===== src/rtl/uart_cmd_rx.sv =====
// 8N1 UART receiver with an ASCII command-line parser that emits one-cycle
// command strobes (code + small decimal argument) for the pet state logic.
module uart_cmd_rx #(
    parameter int unsigned DELAY_FRAMES = 234
) (
    input  logic       clk,
    input  logic       rst,
    input  logic       uart_rx,
    output logic [7:0] rx_byte,
    output logic       rx_valid,
    output logic       frame_err,
    output logic       cmd_valid,
    output logic [2:0] cmd_code,
    output logic [4:0] cmd_arg,
    output logic       cmd_error
);

    localparam int unsigned       CNT_W     = $clog2(DELAY_FRAMES);
    localparam logic [CNT_W-1:0]  HALF_LAST = CNT_W'(DELAY_FRAMES / 2 - 1);
    localparam logic [CNT_W-1:0]  FULL_LAST = CNT_W'(DELAY_FRAMES - 1);
    localparam logic [7:0]        CHAR_CR   = 8'h0D;
    localparam logic [7:0]        CHAR_LF   = 8'h0A;

    typedef enum logic [2:0] {
        S_IDLE,
        S_START,
        S_DATA,
        S_STOP,
        S_BREAK
    } rx_state_t;

    logic             r_sync1;
    logic             r_sync2;
    logic             w_rxs;
    rx_state_t        r_state;
    logic [CNT_W-1:0] r_cnt;
    logic [2:0]       r_bit_idx;
    logic [7:0]       r_shift;
    logic [7:0]       r_rx_byte;
    logic             r_rx_valid;
    logic             r_frame_err;

    logic [1:0]       r_chars;
    logic [2:0]       r_code;
    logic [6:0]       r_acc;
    logic             r_bad;
    logic             r_cmd_valid;
    logic             r_cmd_error;
    logic [2:0]       r_cmd_code;
    logic [4:0]       r_cmd_arg;

    logic [7:0]       w_upper;
    logic             w_is_term;
    logic             w_is_digit;
    logic [2:0]       w_code;
    logic [6:0]       w_acc_next;

    // Two-flop synchronizer; idles high so reset does not look like a start bit.
    always_ff @(posedge clk) begin
        if (rst) begin
            r_sync1 <= 1'b1;
            r_sync2 <= 1'b1;
        end else begin
            r_sync1 <= uart_rx;
            r_sync2 <= r_sync1;
        end
    end

    assign w_rxs = r_sync2;

    // Bit-level receiver; the stop bit is judged at mid-bit so back-to-back frames work.
    always_ff @(posedge clk) begin
        if (rst) begin
            r_state     <= S_IDLE;
            r_cnt       <= '0;
            r_bit_idx   <= '0;
            r_shift     <= '0;
            r_rx_byte   <= '0;
            r_rx_valid  <= 1'b0;
            r_frame_err <= 1'b0;
        end else begin
            r_rx_valid  <= 1'b0;
            r_frame_err <= 1'b0;
            case (r_state)
                S_IDLE: begin
                    if (!w_rxs) begin
                        r_state <= S_START;
                        r_cnt   <= '0;
                    end
                end
                S_START: begin
                    if (r_cnt == HALF_LAST) begin
                        r_cnt     <= '0;
                        r_bit_idx <= '0;
                        r_state   <= w_rxs ? S_IDLE : S_DATA;
                    end else begin
                        r_cnt <= r_cnt + CNT_W'(1);
                    end
                end
                S_DATA: begin
                    if (r_cnt == FULL_LAST) begin
                        r_cnt   <= '0;
                        r_shift <= {w_rxs, r_shift[7:1]};
                        if (r_bit_idx == 3'd7) begin
                            r_state <= S_STOP;
                        end else begin
                            r_bit_idx <= r_bit_idx + 3'd1;
                        end
                    end else begin
                        r_cnt <= r_cnt + CNT_W'(1);
                    end
                end
                S_STOP: begin
                    if (r_cnt == FULL_LAST) begin
                        r_cnt <= '0;
                        if (w_rxs) begin
                            r_rx_valid <= 1'b1;
                            r_rx_byte  <= r_shift;
                            r_state    <= S_IDLE;
                        end else begin
                            r_frame_err <= 1'b1;
                            r_state     <= S_BREAK;
                        end
                    end else begin
                        r_cnt <= r_cnt + CNT_W'(1);
                    end
                end
                S_BREAK: begin
                    if (w_rxs) begin
                        r_state <= S_IDLE;
                    end
                end
                default: r_state <= S_IDLE;
            endcase
        end
    end

    // Character classification of the byte just received.
    always_comb begin
        w_upper = r_rx_byte;
        if (r_rx_byte >= 8'h61 && r_rx_byte <= 8'h7A) begin
            w_upper = r_rx_byte - 8'h20;
        end
        w_is_term  = (r_rx_byte == CHAR_CR) || (r_rx_byte == CHAR_LF);
        w_is_digit = (w_upper >= 8'h30) && (w_upper <= 8'h39);
        w_code     = 3'd0;
        case (w_upper)
            8'h46:        w_code = 3'd1;
            8'h50:        w_code = 3'd2;
            8'h43:        w_code = 3'd3;
            8'h53:        w_code = 3'd4;
            8'h57:        w_code = 3'd5;
            8'h52, 8'h3F: w_code = 3'd6;
            8'h45:        w_code = 3'd7;
            default:      w_code = 3'd0;
        endcase
        w_acc_next = 7'(r_acc * 7'd10 + 7'(w_upper[3:0]));
    end

    // Line parser; a framing error occupies a character slot and poisons the line.
    always_ff @(posedge clk) begin
        if (rst) begin
            r_chars     <= '0;
            r_code      <= '0;
            r_acc       <= '0;
            r_bad       <= 1'b0;
            r_cmd_valid <= 1'b0;
            r_cmd_error <= 1'b0;
            r_cmd_code  <= '0;
            r_cmd_arg   <= '0;
        end else begin
            r_cmd_valid <= 1'b0;
            r_cmd_error <= 1'b0;
            if (r_frame_err) begin
                r_bad <= 1'b1;
                if (r_chars != 2'd3) begin
                    r_chars <= r_chars + 2'd1;
                end
            end else if (r_rx_valid) begin
                if (w_is_term) begin
                    if (r_chars != 2'd0) begin
                        if (r_bad) begin
                            r_cmd_error <= 1'b1;
                        end else begin
                            r_cmd_valid <= 1'b1;
                            r_cmd_code  <= r_code;
                            r_cmd_arg   <= (r_acc > 7'd31) ? 5'd31 : r_acc[4:0];
                        end
                        r_chars <= '0;
                        r_code  <= '0;
                        r_acc   <= '0;
                        r_bad   <= 1'b0;
                    end
                end else begin
                    case (r_chars)
                        2'd0: begin
                            r_code <= w_code;
                            if (w_code == 3'd0) begin
                                r_bad <= 1'b1;
                            end
                        end
                        2'd1, 2'd2: begin
                            if (w_is_digit) begin
                                r_acc <= w_acc_next;
                            end else begin
                                r_bad <= 1'b1;
                            end
                        end
                        default: r_bad <= 1'b1;
                    endcase
                    if (r_chars != 2'd3) begin
                        r_chars <= r_chars + 2'd1;
                    end
                end
            end
        end
    end

    assign rx_byte   = r_rx_byte;
    assign rx_valid  = r_rx_valid;
    assign frame_err = r_frame_err;
    assign cmd_valid = r_cmd_valid;
    assign cmd_code  = r_cmd_code;
    assign cmd_arg   = r_cmd_arg;
    assign cmd_error = r_cmd_error;

endmodule


===== config.mk =====
export PLATFORM = sky130hd
export DESIGN_NAME = uart_cmd_rx
export DESIGN_NICKNAME = d
export VERILOG_FILES = /design/src/rtl/uart_cmd_rx.sv
export SDC_FILE = /design/constraint.sdc
export NUM_CORES = 1
export LEC_CHECK = 0
export BUFFER_PORTS_ARGS = -buffer_cell sky130_fd_sc_hd__buf_2
export CORE_MARGIN = 5
export CORE_UTILIZATION = 45
export CTS_CLUSTER_DIAMETER = 80
export DETAILED_ROUTE_END_ITERATION = 16
export MAX_ROUTING_LAYER = met4
export PLACE_DENSITY = 0.71
export SYNTH_ARGS = -nofsm -noshare
export SYNTH_HDL_FRONTEND = slang
export SYNTH_SLANG_ARGS = --single-unit

===== constraint.sdc =====
create_clock -name clk -period 2.15 [get_ports clk]
set_input_delay 0.215 -clock clk [delete_from_list [all_inputs] [get_ports clk]]
set_output_delay 0.215 -clock clk [all_outputs]
set_load 0.05 [all_outputs]

After elaboration in Yosys (flattened, before gate mapping)
Cells that the tools add are included.

operators by class
  bitwise operators = 7
  equal/unequal tests = 31
  multipliers = 1
  magnitude comparators = 5
  reduce and logical (&&, ||, !) cells = 28
  mux-type cells = 43
  add/subtract/negate cells = 5

operator list
  operator                                                            number
  == test 8 x 7 -> 1 bit (second input constant)                      8
  two-way mux 3 bit                                                   13
  two-way mux 8 bit                                                   4
  two-way mux 7 bit                                                   4
  one-hot mux 8 bit (3 select lines)                                  1
  one-hot mux 3 bit (7 select lines)                                  1
  == test 8 x 4 -> 1 bit (second input constant)                      2
  != test 2 bit (second input constant)                               8
  one-hot mux 3 bit (5 select lines)                                  1
  two-way mux 2 bit                                                   6
  AND reduction 4 bit                                                 3
  nonzero test 2 bit                                                  6
  two-way mux 1 bit                                                   10
  AND reduction 5 bit                                                 2
  adder 8 x 1 -> 8 bit (second input constant)                        1
  == test 8 x 6 -> 1 bit (second input constant)                      1
  == test 8 bit (second input constant)                               1
  greater-or-equal comparator 8 x 6 -> 1 bit (second input constant)  1
  greater-or-equal comparator 8 x 7 -> 1 bit (second input constant)  1
  less-or-equal comparator 8 x 6 -> 1 bit (second input constant)     1
  less-or-equal comparator 8 x 7 -> 1 bit (second input constant)     1
  != test 4 bit (second input constant)                               2
  subtractor 8 x 6 -> 8 bit (second input constant)                   1
  adder 7 x 4 -> 7 bit                                                1
  other kinds (26)                                                    40

word-level totals
  input bits = 3
  output and inout bits = 20
  flip-flop bits (word level) = 57
  logic and storage cells = 137

Depth between registers and ports, before layout
Gate-level depths: netlist of the first run.

  word-level depth = 12
  gate-level depth with buffers = 9
  mapped depth without buffers = 8

Least setup slack after synthesis of the first run
Ideal clock, no wire load.

  path kind = reg2reg
  from = reg r_rx_byte[2] (netlist: rx_byte[2])
  to = reg r_cmd_arg[0] (netlist: cmd_arg[0])
  data arrival time = 1981 ps
  setup slack = 38 ps
  data required time = 2019 ps
  path buffers = 1
  stages on the path, launching flop included = 7
  clock period less this slack = 2112 ps
  library setup time = 131 ps
  path through = dfxtp_1 and3b_1 o211ai_4 or3_4 buf_6 nor4_1 nor3_1

between the ends
  longest elaborated chain between the ends = 3
  elaborated cells on any way between the ends = 4
  those cells by class = eq/ne (2); reduce/logical (2)

ends and longest elaborated chain
  what                                      RTL line  RTL
  from (decl)                               39        logic [7:0] r_rx_byte;
  from (signal assigned)                    118       r_rx_byte <= r_shift;
  == test 8 x 4 -> 1 bit                    144       w_is_term = (r_rx_byte == CHAR_CR) || (r_rx_byte == CHAR_LF);
  logical OR 1 bit (*)                      144
  AND reduction 5 bit (no source line) (*)  n/a
  to (signal assigned)                      187       r_cmd_arg <= (r_acc > 7'd31) ? 5'd31 : r_acc[4:0];
  to (decl)                                 50        logic [4:0] r_cmd_arg;

Mark *: on every way between the ends. The rest lies on a longest branch, timed or not.
A chain may end at the register's enable or synchronous reset.

Worst setup path after layout of the first run
  from = reg r_cnt[0]
  to = reg r_rx_byte[3] (netlist: rx_byte[3])

between the ends
  longest elaborated chain between the ends = 2

ends and longest elaborated chain
  what                                  RTL line  RTL
  from (decl)                           36        logic [CNT_W-1:0] r_cnt;
  from (signal assigned)                97        r_cnt <= r_cnt + CNT_W'(1);
  from (signal assigned)                110       r_cnt <= r_cnt + CNT_W'(1);
  from (signal assigned)                125       r_cnt <= r_cnt + CNT_W'(1);
  == test 8 bit                         114       if (r_cnt == FULL_LAST) begin
  AND reduction 3 bit (no source line)  n/a

No other way between the ends.

==> impl_metrics.prom, run 1 <==
# TYPE chip_impl_metric gauge
chip_impl_metric{name="globalRoute.totalOverflow",unit=""} 0
chip_impl_metric{name="antennaDiodeCount",unit=""} 0
chip_impl_metric{name="tightest_slew",unit="ps"} 488
chip_impl_metric{name="grt.total_usage",unit=""} 0.165
chip_impl_metric{name="headroom_to_the_max_slew_limit",unit=""} 0.674
chip_impl_info{name="crit_path_cells",value="ha_1, nand4b_1, or2_1, nor4b_2, buf_4, mux2i_1, nor2_1"} 1
chip_impl_info{name="main_flop_type_after_synthesis",value="sky130_fd_sc_hd__dfxtp_1"} 1
chip_impl_metric{name="drive_gt1_frac",unit=""} 0.155
chip_impl_metric{name="path_max_fanout",unit=""} 9
chip_impl_metric{name="post_synth.cell_area_avg",unit="µm²"} 8.66
chip_impl_info{name="top_layer_used",value="met4"} 1
chip_impl_metric{name="global_route_wire_length_before_repair",unit="µm"} 11200
chip_impl_metric{name="fin_nets",unit=""} 399
chip_impl_metric{name="detail_route.vias_per_cell",unit=""} 5.56
chip_impl_metric{name="post-route-min-period",unit="ps"} 1970
chip_impl_metric{name="cap_viol_max_count",unit=""} 0
chip_impl_info{name="post_synth_main_area_contributors",value="sky130_fd_sc_hd__dfxtp_1 38%, sky130_fd_sc_hd__mux2i_1 7.9%, sky130_fd_sc_hd__ha_1 6.6%, sky130_fd_sc_hd__nor2_1 4.6%, sky130_fd_sc_hd__a21oi_1 3.6%"} 1
chip_impl_metric{name="cp.arrival",unit="ps"} 2180
chip_impl_metric{name="gpl.final_weighted_congestion",unit=""} 0.885
chip_impl_metric{name="synthesis.yosys.warnings",unit=""} 0
chip_impl_metric{name="num_vias",unit=""} 2561
chip_impl_metric{name="synth.distinct_cells",unit=""} 54
chip_impl_metric{name="first_global_vias",unit=""} 2426
chip_impl_metric{name="drt_pre_antenna_iters",unit=""} 4
chip_impl_metric{name="clock_path_buffers",unit=""} 2
chip_impl_metric{name="finalWirelength",unit="µm"} 6300
chip_impl_metric{name="die_height",unit="µm"} 92.2
chip_impl_metric{name="floorplan.die_area",unit="mm²"} 0.00849
chip_impl_info{name="yosys-top-cells-count",value="57 x sky130_fd_sc_hd__dfxtp_1, 37 x sky130_fd_sc_hd__nor2_1, 24 x sky130_fd_sc_hd__mux2i_1"} 1
chip_impl_metric{name="sequential_to_total_area_share_from_yosys_stat",unit=""} 0.376
chip_impl_metric{name="clock-sinks",unit=""} 57
chip_impl_metric{name="design_power_total",unit="µW"} 2050
chip_impl_info{name="cts-root-buf",value="sky130_fd_sc_hd__clkbuf_8"} 1
chip_impl_metric{name="power.leakage",unit="µW"} 0.00135
chip_impl_metric{name="synth_enable_flop_cells",unit=""} 0
chip_impl_metric{name="wl_met3",unit="µm"} 346
chip_impl_metric{name="synthDominantCellAreaShare",unit=""} 0.376
chip_impl_metric{name="placeableCoreArea",unit="mm²"} 0.00668
chip_impl_metric{name="htree_levels",unit=""} 3
chip_impl_metric{name="async_flop_share",unit=""} 0
chip_impl_metric{name="hpwlAfterDp",unit="µm"} 4550
chip_impl_metric{name="post-place-cells",unit=""} 447
chip_impl_info{name="cts_tree",value="yes"} 1
chip_impl_metric{name="final_design_area_no_fill",unit="mm²"} 0.00344
chip_impl_metric{name="drt-wirelength-per-cell",unit="µm"} 13.7
chip_impl_info{name="crit_slowest_cell",value="sky130_fd_sc_hd__dfxtp_1"} 1
chip_impl_metric{name="cts.reportedPaths.clkPinSlew",unit="ps"} 70
chip_impl_metric{name="num_rows",unit=""} 30
chip_impl_metric{name="timing_max_transition_violations_final",unit=""} 0
chip_impl_metric{name="die_width",unit="µm"} 92.2
chip_impl_metric{name="placedInstanceArea",unit="mm²"} 0.00326
chip_impl_info{name="outcome",value="complete, no violations"} 1
chip_impl_metric{name="critical_path_required",unit="ps"} 2360
chip_impl_info{name="hold_crit_class",value="input port to register"} 1
chip_impl_metric{name="slowest_delay",unit="ps"} 390
chip_impl_info{name="netlist.top_cell.by_area",value="sky130_fd_sc_hd__dfxtp_1"} 1
chip_impl_metric{name="vdd.ir_drop.worst",unit="mV"} 0.222
chip_impl_metric{name="cts.hold.buffers_added",unit=""} 0
chip_impl_info{name="rsz0062_at_grt",value="no"} 1
chip_impl_metric{name="route.detailed.drc",unit=""} 0
chip_impl_info{name="timing.critical_path.from_type",value="register"} 1
chip_impl_metric{name="postSynthNetCount",unit=""} 372
chip_impl_info{name="synth_most_common_cell",value="sky130_fd_sc_hd__dfxtp_1"} 1
chip_impl_metric{name="maximum_number_of_pins_on_one_net_before_global_route_repair",unit=""} 27
chip_impl_metric{name="cts_buffers",unit=""} 9
chip_impl_metric{name="worstSkewPairLatency",unit="ps"} 340
chip_impl_metric{name="final.period_utilization",unit=""} 0.917
chip_impl_info{name="setup.worst_path.class",value="register to register"} 1
chip_impl_metric{name="synthCells",unit=""} 351
chip_impl_metric{name="antenna_found_initial",unit=""} 0
chip_impl_metric{name="route.layer.met1.wl",unit="µm"} 3010
chip_impl_info{name="crit_path_end_kind",value="register"} 1
chip_impl_metric{name="fmax",unit="GHz"} 0.507
chip_impl_metric{name="power_density",unit="mW/mm²"} 596
chip_impl_metric{name="dr_wl_met2",unit="µm"} 2810
chip_impl_metric{name="post_synth_instance_area",unit="mm²"} 0.00304
chip_impl_metric{name="drt_first_iter_violations",unit=""} 116
chip_impl_metric{name="num_io_pins",unit=""} 23
chip_impl_metric{name="port_buffer_cells",unit=""} 22
chip_impl_metric{name="detail-route-antenna-nets",unit=""} 0
chip_impl_metric{name="fin_skew",unit="ps"} 12.1
chip_impl_metric{name="initial_core_utilization",unit=""} 0.455
chip_impl_metric{name="finalSetupViolations",unit=""} 0
chip_impl_metric{name="yosys_register_bits",unit=""} 57
chip_impl_metric{name="final_cell_count_no_fill",unit=""} 461
chip_impl_metric{name="area_growth_syn_to_layout",unit="%"} 13.4
chip_impl_metric{name="report.final.hold_viol_count",unit=""} 0
chip_impl_metric{name="fin_setup_tns",unit="ps"} 0
## cells in the final DEF (no fill, tap or decap), drive strengths merged, types with 2 or more instances in the layout
cell     Yosys  final
or2          3      3
or4          2      2
and2         3      3
nand3b       2      2
fa           2      2
o21ai       16     16
dfxtp       57     57
nand3       13     13
buf          4     33
ha          16     16
o2111ai      4      4
mux2i       24     24
a21oi       23     23
inv         18     18
nand2b       9      9
a31oi        9      9
nand4        5      5
nor2        38     38
nand2       22     22
nor2b        7      7
or3          2      2
a21o         2      2
o22ai        2      2
nor4         8      8
xnor2        8      8
and3         5      5
clkinv       1      4
nor3        10     10
clkbuf      13     10
nor3b        5      5
nor4b        4      4
## metrics by stage
step / setup slack [ps] / util / hold WS (ps)
floorplan: 38.4 / - / 319
global placement: 248 / 0.488 / 395
detailed placement: 204 / 0.488 / 401
CTS: 159 / 0.515 / 57.8
global route: 43.7 / 0.516 / 72.2
finish: 178 / 0.516 / 71.4
## report_power, final
part	internal, µW	total [µW]	switching, µW
clock	547	944	397
sequential	1060	1060	3.82
combinational	13.1	45.1	32.0
total	1620	2050	433
## critical path, delay by kind of cell (launching register included)
family	cells	cell delay (ps)
buffers and inverters	1	240
muxes	1	220
adders and majority gates	1	160
and+or+nand+nor	4	810
DFF	1	390
## logic make-up after synthesis
group | synth area share
flops | 0.376
buf+inv | 0.0490
simple gates | 0.253
fa+ha+maj | 0.0791
xor+xnor | 0.0259
mux | 0.0791
compound gates | 0.138
## layout make-up
| class | instances | area, µm² |
|---|---|---|
| well taps | 80 | 100 |
| fillers | 641 | 3240 |
| flip-flops and latches | 57 | 1140 |
| clock buffers | 10 | 138 |
| repair buffers | 33 | 193 |
| inverters | 19 | 71.3 |
| multi-input cells | 258 | 1750 |
| clock inverters | 4 | 45.0 |
## path summary, 6_finish.rpt
path / startpoint / end / slack (ps) / depth (start not counted)
worst max-delay path: r_cnt[0] / rx_byte[3] / 180 / 7
worst min-delay path: uart_rx / r_sync1 / 70 / 2
worst max register to register: r_cnt[0] / rx_byte[3] / 180 / 7
worst min register to register: r_sync1 / r_sync2 / 410 / 1
## flip-flops by register name, indices dropped and copies added (netlist names)
| register | cells |
|---|---|
| cmd_arg | 5 |
| cmd_code | 3 |
| cmd_error | 1 |
| cmd_valid | 1 |
| frame_err | 1 |
| r_acc | 7 |
| r_bad | 1 |
| r_bit_idx | 3 |
| r_chars | 2 |
| r_cnt | 8 |
| r_code | 3 |
| r_shift | 8 |
| r_state | 3 |
| r_sync1 | 1 |
| r_sync2 | 1 |
| rx_byte | 8 |
| rx_valid | 1 |
## routing by layer
layer | GRT usage | vias up
met2 | 0.243 | 55
li1 | - | 1297
met4 | 0.0668 | 0
met3 | 0.0500 | 14
met5 | - | -
met1 | 0.211 | 1195
## what timing repair did
action	4_1_cts	5_1_grt
endpoints found under the hold margin	0	0
buffers inserted	0	0
setup endpoints to repair	0	1
gates resized for setup	0	2
Note: power is estimated with default switching activity, not from simulation.
==> run 2, diff against run 1 <==
--- a/config.mk
+++ b/config.mk
@@ -8,6 +8,7 @@
 export BUFFER_PORTS_ARGS = -buffer_cell sky130_fd_sc_hd__buf_2
 export CORE_MARGIN = 5
 export CORE_UTILIZATION = 45
+export CTS_BUF_LIST = sky130_fd_sc_hd__clkbuf_16
 export CTS_CLUSTER_DIAMETER = 80
 export DETAILED_ROUTE_END_ITERATION = 16
 export MAX_ROUTING_LAYER = met4
==> run 2 against run 1 <==
  * Power rose by 18%
  * Critical path depth did not move
  * Global-route usage fell by 0.38 points
  * Final cell count did not move
  * Largest power group is now clock
  * Setup slack improved by 11 ps
  * First-iteration DRC count rose by 18%
  * Sequential cell count did not move
  * Clock skew fell by 7.1 ps
  * Via count did not move
==> impl_metrics.prom, run 2 (synthesis gave the netlist of run 1 again) <==
# TYPE chip_impl_metric gauge
chip_impl_info{name="outcome",value="complete, no violations"} 1
chip_impl_metric{name="hpwlAfterDp",unit="µm"} 4550
chip_impl_metric{name="detail-route-antenna-nets",unit=""} 0
chip_impl_metric{name="drt_first_iter_violations",unit=""} 137
chip_impl_metric{name="power_density",unit="mW/mm²"} 682
chip_impl_metric{name="power.leakage",unit="µW"} 0.00139
chip_impl_metric{name="fin_setup_tns",unit="ps"} 0
chip_impl_metric{name="worstSkewPairLatency",unit="ps"} 320
chip_impl_metric{name="grt.total_usage",unit=""} 0.162
chip_impl_metric{name="fin_nets",unit=""} 399
chip_impl_metric{name="headroom_to_the_max_slew_limit",unit=""} 0.691
chip_impl_metric{name="cp.arrival",unit="ps"} 2160
chip_impl_metric{name="global_route_wire_length_before_repair",unit="µm"} 11000
chip_impl_metric{name="die_width",unit="µm"} 92.2
chip_impl_metric{name="slowest_delay",unit="ps"} 430
chip_impl_metric{name="multi_input_area",unit="mm²"} 0.00175
chip_impl_metric{name="initial_core_utilization",unit=""} 0.455
chip_impl_metric{name="num_io_pins",unit=""} 23
chip_impl_metric{name="drive_gt1_frac",unit=""} 0.150
chip_impl_metric{name="timing_max_transition_violations_final",unit=""} 0
chip_impl_metric{name="drt-wirelength-per-cell",unit="µm"} 13.5
chip_impl_metric{name="post-route-min-period",unit="ps"} 1960
chip_impl_metric{name="detail_route.vias_per_cell",unit=""} 5.56
chip_impl_metric{name="finalCoreUtilization",unit=""} 0.529
chip_impl_metric{name="floorplan.die_area",unit="mm²"} 0.00849
chip_impl_metric{name="gpl.final_weighted_congestion",unit=""} 0.885
chip_impl_metric{name="design_power_total",unit="µW"} 2410
chip_impl_metric{name="num_vias",unit=""} 2561
chip_impl_metric{name="fin_skew",unit="ps"} 5.04
chip_impl_metric{name="maximum_number_of_pins_on_one_net_before_global_route_repair",unit=""} 27
chip_impl_info{name="setup.worst_path.class",value="register to register"} 1
chip_impl_metric{name="cap_viol_max_count",unit=""} 0
chip_impl_info{name="most_common_cell_after_layout_fill_and_taps_aside",value="sky130_fd_sc_hd__dfxtp_1"} 1
chip_impl_metric{name="report.final.hold_viol_count",unit=""} 0
chip_impl_metric{name="die_height",unit="µm"} 92.2
chip_impl_info{name="rsz0062_at_grt",value="no"} 1
chip_impl_metric{name="port_buffer_cells",unit=""} 22
chip_impl_metric{name="cts.hold.buffers_added",unit=""} 0
chip_impl_info{name="hold_crit_class",value="input port to register"} 1
chip_impl_info{name="cts-root-buf",value="sky130_fd_sc_hd__clkbuf_16"} 1
chip_impl_info{name="timing.critical_path.max_delay_family",value="adder cells"} 1
chip_impl_metric{name="placeableCoreArea",unit="mm²"} 0.00668
chip_impl_metric{name="vdd.ir_drop.worst",unit="mV"} 0.383
chip_impl_metric{name="cts_buffers",unit=""} 9
chip_impl_info{name="cpMostUsedCell",value="sky130_fd_sc_hd__ha_1"} 1
chip_impl_metric{name="num_rows",unit=""} 30
chip_impl_metric{name="cts.reportedPaths.clkPinSlew",unit="ps"} 50
chip_impl_info{name="timing.critical_path.from_type",value="register"} 1
chip_impl_info{name="cts_tree",value="yes"} 1
chip_impl_metric{name="antennaDiodeCount",unit=""} 0
chip_impl_metric{name="fill_cell_total_of_the_finished_layout",unit=""} 635
chip_impl_metric{name="fmax",unit="GHz"} 0.510
chip_impl_metric{name="cp_num_buf_inv",unit=""} 1
chip_impl_info{name="crit_path_end_kind",value="register"} 1
chip_impl_metric{name="globalRoute.totalOverflow",unit=""} 0
chip_impl_metric{name="finalSetupViolations",unit=""} 0
chip_impl_metric{name="first_global_vias",unit=""} 2404
chip_impl_metric{name="drt_pre_antenna_iters",unit=""} 4
chip_impl_metric{name="clock-sinks",unit=""} 57
chip_impl_info{name="final_cell_mix",value="56 x sky130_fd_sc_hd__dfxtp_1, 37 x sky130_fd_sc_hd__nor2_1, 24 x sky130_fd_sc_hd__mux2i_1"} 1
chip_impl_metric{name="htree_levels",unit=""} 3
chip_impl_metric{name="antenna_found_initial",unit=""} 0
chip_impl_info{name="crit_slowest_cell",value="sky130_fd_sc_hd__fa_1"} 1
chip_impl_metric{name="clock_path_buffers",unit=""} 2
chip_impl_info{name="crit_path_cells",value="ha_1, ha_1, inv_1, fa_1, nor3b_1, xnor2_1, o32ai_1"} 1
chip_impl_metric{name="finalWirelength",unit="µm"} 6220
chip_impl_metric{name="final.period_utilization",unit=""} 0.912
chip_impl_metric{name="path_max_fanout",unit=""} 4
chip_impl_metric{name="tightest_slew",unit="ps"} 459
chip_impl_metric{name="whs",unit="ps"} 88.6
chip_impl_metric{name="route.detailed.drc",unit=""} 0
chip_impl_metric{name="ff_latch_area",unit="mm²"} 0.00114
chip_impl_metric{name="area_growth_syn_to_layout",unit="%"} 16.4
chip_impl_metric{name="critical_path_required",unit="ps"} 2340
run 2: cell types whose count changed in the layout (fill, tap and decap cells not counted):
cell,change
sky130_fd_sc_hd__clkbuf_8,-10
sky130_fd_sc_hd__dfxtp_2,-1
sky130_fd_sc_hd__clkinv_1,+1
sky130_fd_sc_hd__clkbuf_16,+9
sky130_fd_sc_hd__dfxtp_1,+1
run 2: layout make-up:
cell class / count / area share
clock buffers: 9 / 0.0637
clock inverters: 5 / 0.0138
multi-input cells: 258 / 0.496
repair buffers: 33 / 0.0545
inverters: 19 / 0.0202
flip-flops and latches: 57 / 0.323
well taps: 80 / 0.0283
run 2: report_power, final:
group	internal (µW)	switching [µW]	total (µW)
Clock	869	433	1300
Combinational	13.1	31.9	45.0
Sequential	1060	3.87	1070
Total	1940	468	2410
run 2: metrics by stage:
stage                     setup WS [ps]  instances  instance area, µm²
after floorplan                    38.4        351                3040
after global placement              248        447                3260
after detailed placement            204        447                3260
after CTS                           188        461                3530
after global routing               5.99        461                3530
final                               189        461                3530
run 2: path summary, 6_finish.rpt:
path / slack, ps / endpoint / cells past startpoint / startpoint
setup / recovery: 190 / r_acc[6] / 7 / r_acc[3]
hold / removal: 90 / r_sync1 / 2 / uart_rx
setup reg to reg: 190 / r_acc[6] / 7 / r_acc[3]
hold reg to reg: 410 / r_sync2 / 1 / r_sync1
run 2: per-layer routing:
metal,track usage,vias up,share of wire
met5,-,-,0
li1,-,1303,-
met1,0.206,1183,0.48
met3,0.0451,10,0.052
met2,0.238,65,0.45
met4,0.0705,0,0.022
run 2: timing repair:
action	in CTS	in global routing
setup endpoints to repair	0	1
setup buffers	0	0
hold endpoints to repair	0	0
gates resized for setup	0	1
==> run 3, diff against run 2 <==
==> config.mk (replaced) <==
export PLATFORM = sky130hd
export DESIGN_NAME = uart_cmd_rx
export DESIGN_NICKNAME = d
export VERILOG_FILES = /design/src/rtl/uart_cmd_rx.sv
export SDC_FILE = /design/constraint.sdc
export NUM_CORES = 1
export LEC_CHECK = 0
export CORE_MARGIN = 5
export CORE_UTILIZATION = 45
export CTS_BUF_LIST = sky130_fd_sc_hd__clkbuf_16
export CTS_CLUSTER_DIAMETER = 80
export DETAILED_ROUTE_END_ITERATION = 16
export DONT_BUFFER_PORTS = 1
export MAX_ROUTING_LAYER = met4
export PLACE_DENSITY = 0.68
export SYNTH_ARGS = -nofsm -noshare
export SYNTH_HDL_FRONTEND = slang
export SYNTH_SLANG_ARGS = --single-unit
==> run 3 against run 2 <==
  * Combinational power down 2%
  * Final cell count decreased by 2.6%
  * Routed wire length increased by 4.7%
  * Via count is 0.82% lower
  * Power shrank 3.7%
  * Design area decreased by 1.6%
  * Worst hold slack worse by 76 ps
  * Register-to-register slack worse by 30 ps
  * Sequential share of layout area rose by 0.48 points
  * Global-route usage increased by 0.93 points
  * Setup slack worse by 34 ps
  * Clock power decreased by 7%
==> impl_metrics.prom, run 3 (synthesis gave the netlist of run 1 again) <==
# TYPE chip_impl_metric gauge
chip_impl_info{name="outcome",value="complete, no violations"} 1
chip_impl_metric{name="num_io_pins",unit=""} 23
chip_impl_metric{name="cp_num_buf_inv",unit=""} 1
chip_impl_metric{name="die_width",unit="µm"} 92.2
chip_impl_info{name="cts-root-buf",value="sky130_fd_sc_hd__clkbuf_16"} 1
chip_impl_metric{name="timing_max_transition_violations_final",unit=""} 0
chip_impl_metric{name="clock_path_buffers",unit=""} 2
chip_impl_metric{name="cts.reportedPaths.clkPinSlew",unit="ps"} 50
chip_impl_metric{name="final_cell_count_no_fill",unit=""} 449
chip_impl_metric{name="final.period_utilization",unit=""} 0.928
chip_impl_metric{name="power_density",unit="mW/mm²"} 667
chip_impl_metric{name="finalCoreUtilization",unit=""} 0.521
chip_impl_metric{name="vdd.ir_drop.worst",unit="mV"} 0.342
chip_impl_metric{name="finalWirelength",unit="µm"} 6510
chip_impl_metric{name="hpwlAfterDp",unit="µm"} 4640
chip_impl_metric{name="ff_latch_area",unit="mm²"} 0.00114
chip_impl_metric{name="port_buffer_cells",unit=""} 0
chip_impl_info{name="timing.critical_path.from_type",value="register"} 1
chip_impl_metric{name="fmax",unit="GHz"} 0.501
chip_impl_info{name="critical_path.startpoint",value="r_acc[3]"} 1
chip_impl_metric{name="multi_input_area",unit="mm²"} 0.00175
chip_impl_metric{name="cp.arrival",unit="ps"} 2200
chip_impl_metric{name="headroom_to_the_max_slew_limit",unit=""} 0.623
chip_impl_metric{name="post-place-cells",unit=""} 431
chip_impl_info{name="cpMostUsedCell",value="sky130_fd_sc_hd__ha_1"} 1
chip_impl_metric{name="placedInstanceArea",unit="mm²"} 0.00319
chip_impl_metric{name="worst-r2r-setup-slack",unit="ps"} 160
chip_impl_metric{name="antennaDiodeCount",unit=""} 0
chip_impl_metric{name="placeableCoreArea",unit="mm²"} 0.00668
chip_impl_metric{name="detail-route-antenna-nets",unit=""} 0
chip_impl_metric{name="gpl.final_weighted_congestion",unit=""} 0.884
chip_impl_metric{name="maximum_number_of_pins_on_one_net_before_global_route_repair",unit=""} 41
chip_impl_metric{name="htree_levels",unit=""} 3
chip_impl_metric{name="report.final.hold_viol_count",unit=""} 0
chip_impl_info{name="most_common_cell_after_layout_fill_and_taps_aside",value="sky130_fd_sc_hd__dfxtp_1"} 1
chip_impl_metric{name="slowest_delay",unit="ps"} 450
chip_impl_metric{name="floorplan.die_area",unit="mm²"} 0.00849
chip_impl_metric{name="initial_core_utilization",unit=""} 0.455
chip_impl_info{name="crit_path_cells",value="ha_1, ha_1, inv_1, fa_1, nor3b_1, xnor2_1, o32ai_1"} 1
chip_impl_info{name="cp-endpoint",value="r_acc[6]"} 1
chip_impl_metric{name="final_design_area_no_fill",unit="mm²"} 0.00348
chip_impl_info{name="startpoint_of_the_most_critical_register_to_register_path",value="r_acc[3]"} 1
chip_impl_info{name="crit-reg2reg-capture",value="r_acc[6]"} 1
chip_impl_metric{name="cts_buffers",unit=""} 9
chip_impl_metric{name="drt_first_iter_violations",unit=""} 156
chip_impl_metric{name="post-route-min-period",unit="ps"} 1990
chip_impl_metric{name="power.leakage",unit="µW"} 0.00131
chip_impl_metric{name="r2r_cell_count",unit=""} 7
chip_impl_metric{name="area_growth_syn_to_layout",unit="%"} 14.5
chip_impl_metric{name="fin_skew",unit="ps"} 5.22
chip_impl_metric{name="drt-wirelength-per-cell",unit="µm"} 14.5
chip_impl_metric{name="global_route_wire_length_before_repair",unit="µm"} 11200
chip_impl_metric{name="clock-sinks",unit=""} 57
chip_impl_metric{name="first_global_vias",unit=""} 2390
chip_impl_metric{name="cap_viol_max_count",unit=""} 0
chip_impl_metric{name="antenna_found_initial",unit=""} 0
chip_impl_metric{name="tightest_slew",unit="ps"} 564
chip_impl_info{name="rsz0062_at_grt",value="no"} 1
chip_impl_metric{name="route.detailed.drc",unit=""} 0
chip_impl_info{name="min-delay-start",value="rst"} 1
chip_impl_info{name="crit_path_end_kind",value="register"} 1
chip_impl_metric{name="drt_pre_antenna_iters",unit=""} 4
chip_impl_info{name="timing.critical_path.max_delay_family",value="adder cells"} 1
chip_impl_info{name="cts_tree",value="yes"} 1
chip_impl_metric{name="fin_nets",unit=""} 385
chip_impl_metric{name="post_cts_resized",unit=""} 0
chip_impl_metric{name="fin_setup_tns",unit="ps"} 0
chip_impl_info{name="final_cell_mix",value="57 x sky130_fd_sc_hd__dfxtp_1, 37 x sky130_fd_sc_hd__nor2_1, 24 x sky130_fd_sc_hd__mux2i_1"} 1
chip_impl_metric{name="num_rows",unit=""} 30
chip_impl_metric{name="worstSkewPairLatency",unit="ps"} 330
chip_impl_metric{name="globalRoute.totalOverflow",unit=""} 0
chip_impl_info{name="crit_slowest_cell",value="sky130_fd_sc_hd__fa_1"} 1
chip_impl_metric{name="finalSetupViolations",unit=""} 0
chip_impl_metric{name="die_height",unit="µm"} 92.2
chip_impl_info{name="setup.worst_path.class",value="register to register"} 1
chip_impl_metric{name="detail_route.vias_per_cell",unit=""} 5.66
chip_impl_metric{name="path_max_fanout",unit=""} 4
chip_impl_metric{name="num_vias",unit=""} 2540
chip_impl_metric{name="path_depth",unit=""} 7
chip_impl_metric{name="grt.total_usage",unit=""} 0.171
chip_impl_info{name="hold_crit_class",value="input port to register"} 1
chip_impl_metric{name="drive_gt1_frac",unit=""} 0.108
chip_impl_metric{name="fill_cell_total_of_the_finished_layout",unit=""} 652
chip_impl_metric{name="critical_path_required",unit="ps"} 2360
[run 3: worst min path at each step]
stage            endpoint  slack [ps]  cells after the start
6_report         r_acc[6]          10                      1
5_1_grt          r_acc[6]           4                      1
4_1_cts          r_acc[6]           2                      1
3_5_place_dp     r_acc[4]         290                      1
3_3_place_gp   rx_byte[3]         290                      1
2_1_floorplan     r_sync1         320                      1
[run 3: routing by layer]
metal  part of all wire  global-route usage  vias up
met3              0.052              0.0468        9
met5                  0                   -        -
met1               0.47               0.206     1191
met2               0.45               0.258       63
li1                   -                   -     1277
met4              0.024              0.0928        0
[run 3: repair_timing]
item | 4_1_cts | 5_1_grt
endpoints found under the hold margin | 40 | 0
hold buffers | 2 | 0
setup buffers | 0 | 0
[run 3: power breakdown]
group	internal, µW	leakage [µW]	total, µW	switching (µW)
sequential	1060	0.000459	1070	3.90
clock	752	0.000136	1210	460
combinational	14.7	0.000719	43.9	29.2
[run 3: area by class of cell]
type,instances,share of cell area
Inverter,19,0.0205
Timing Repair Buffer,19,0.0453
Clock inverter,7,0.00863
Sequential cell,57,0.328
Clock buffer,9,0.0647
Tap cell,80,0.0288
Multi-Input combinational cell,258,0.504
[run 3: stage by stage]
stage / hold WS [ps] / setup WS [ps] / total power [µW]
CTS: 1.86 / 139 / 2350
floorplan: 319 / 38.4 / 1120
global placement: 294 / 257 / 1110
global route: 4.05 / 77.1 / 2420
detailed placement: 294 / 164 / 1110
finish: 12.6 / 156 / 2320
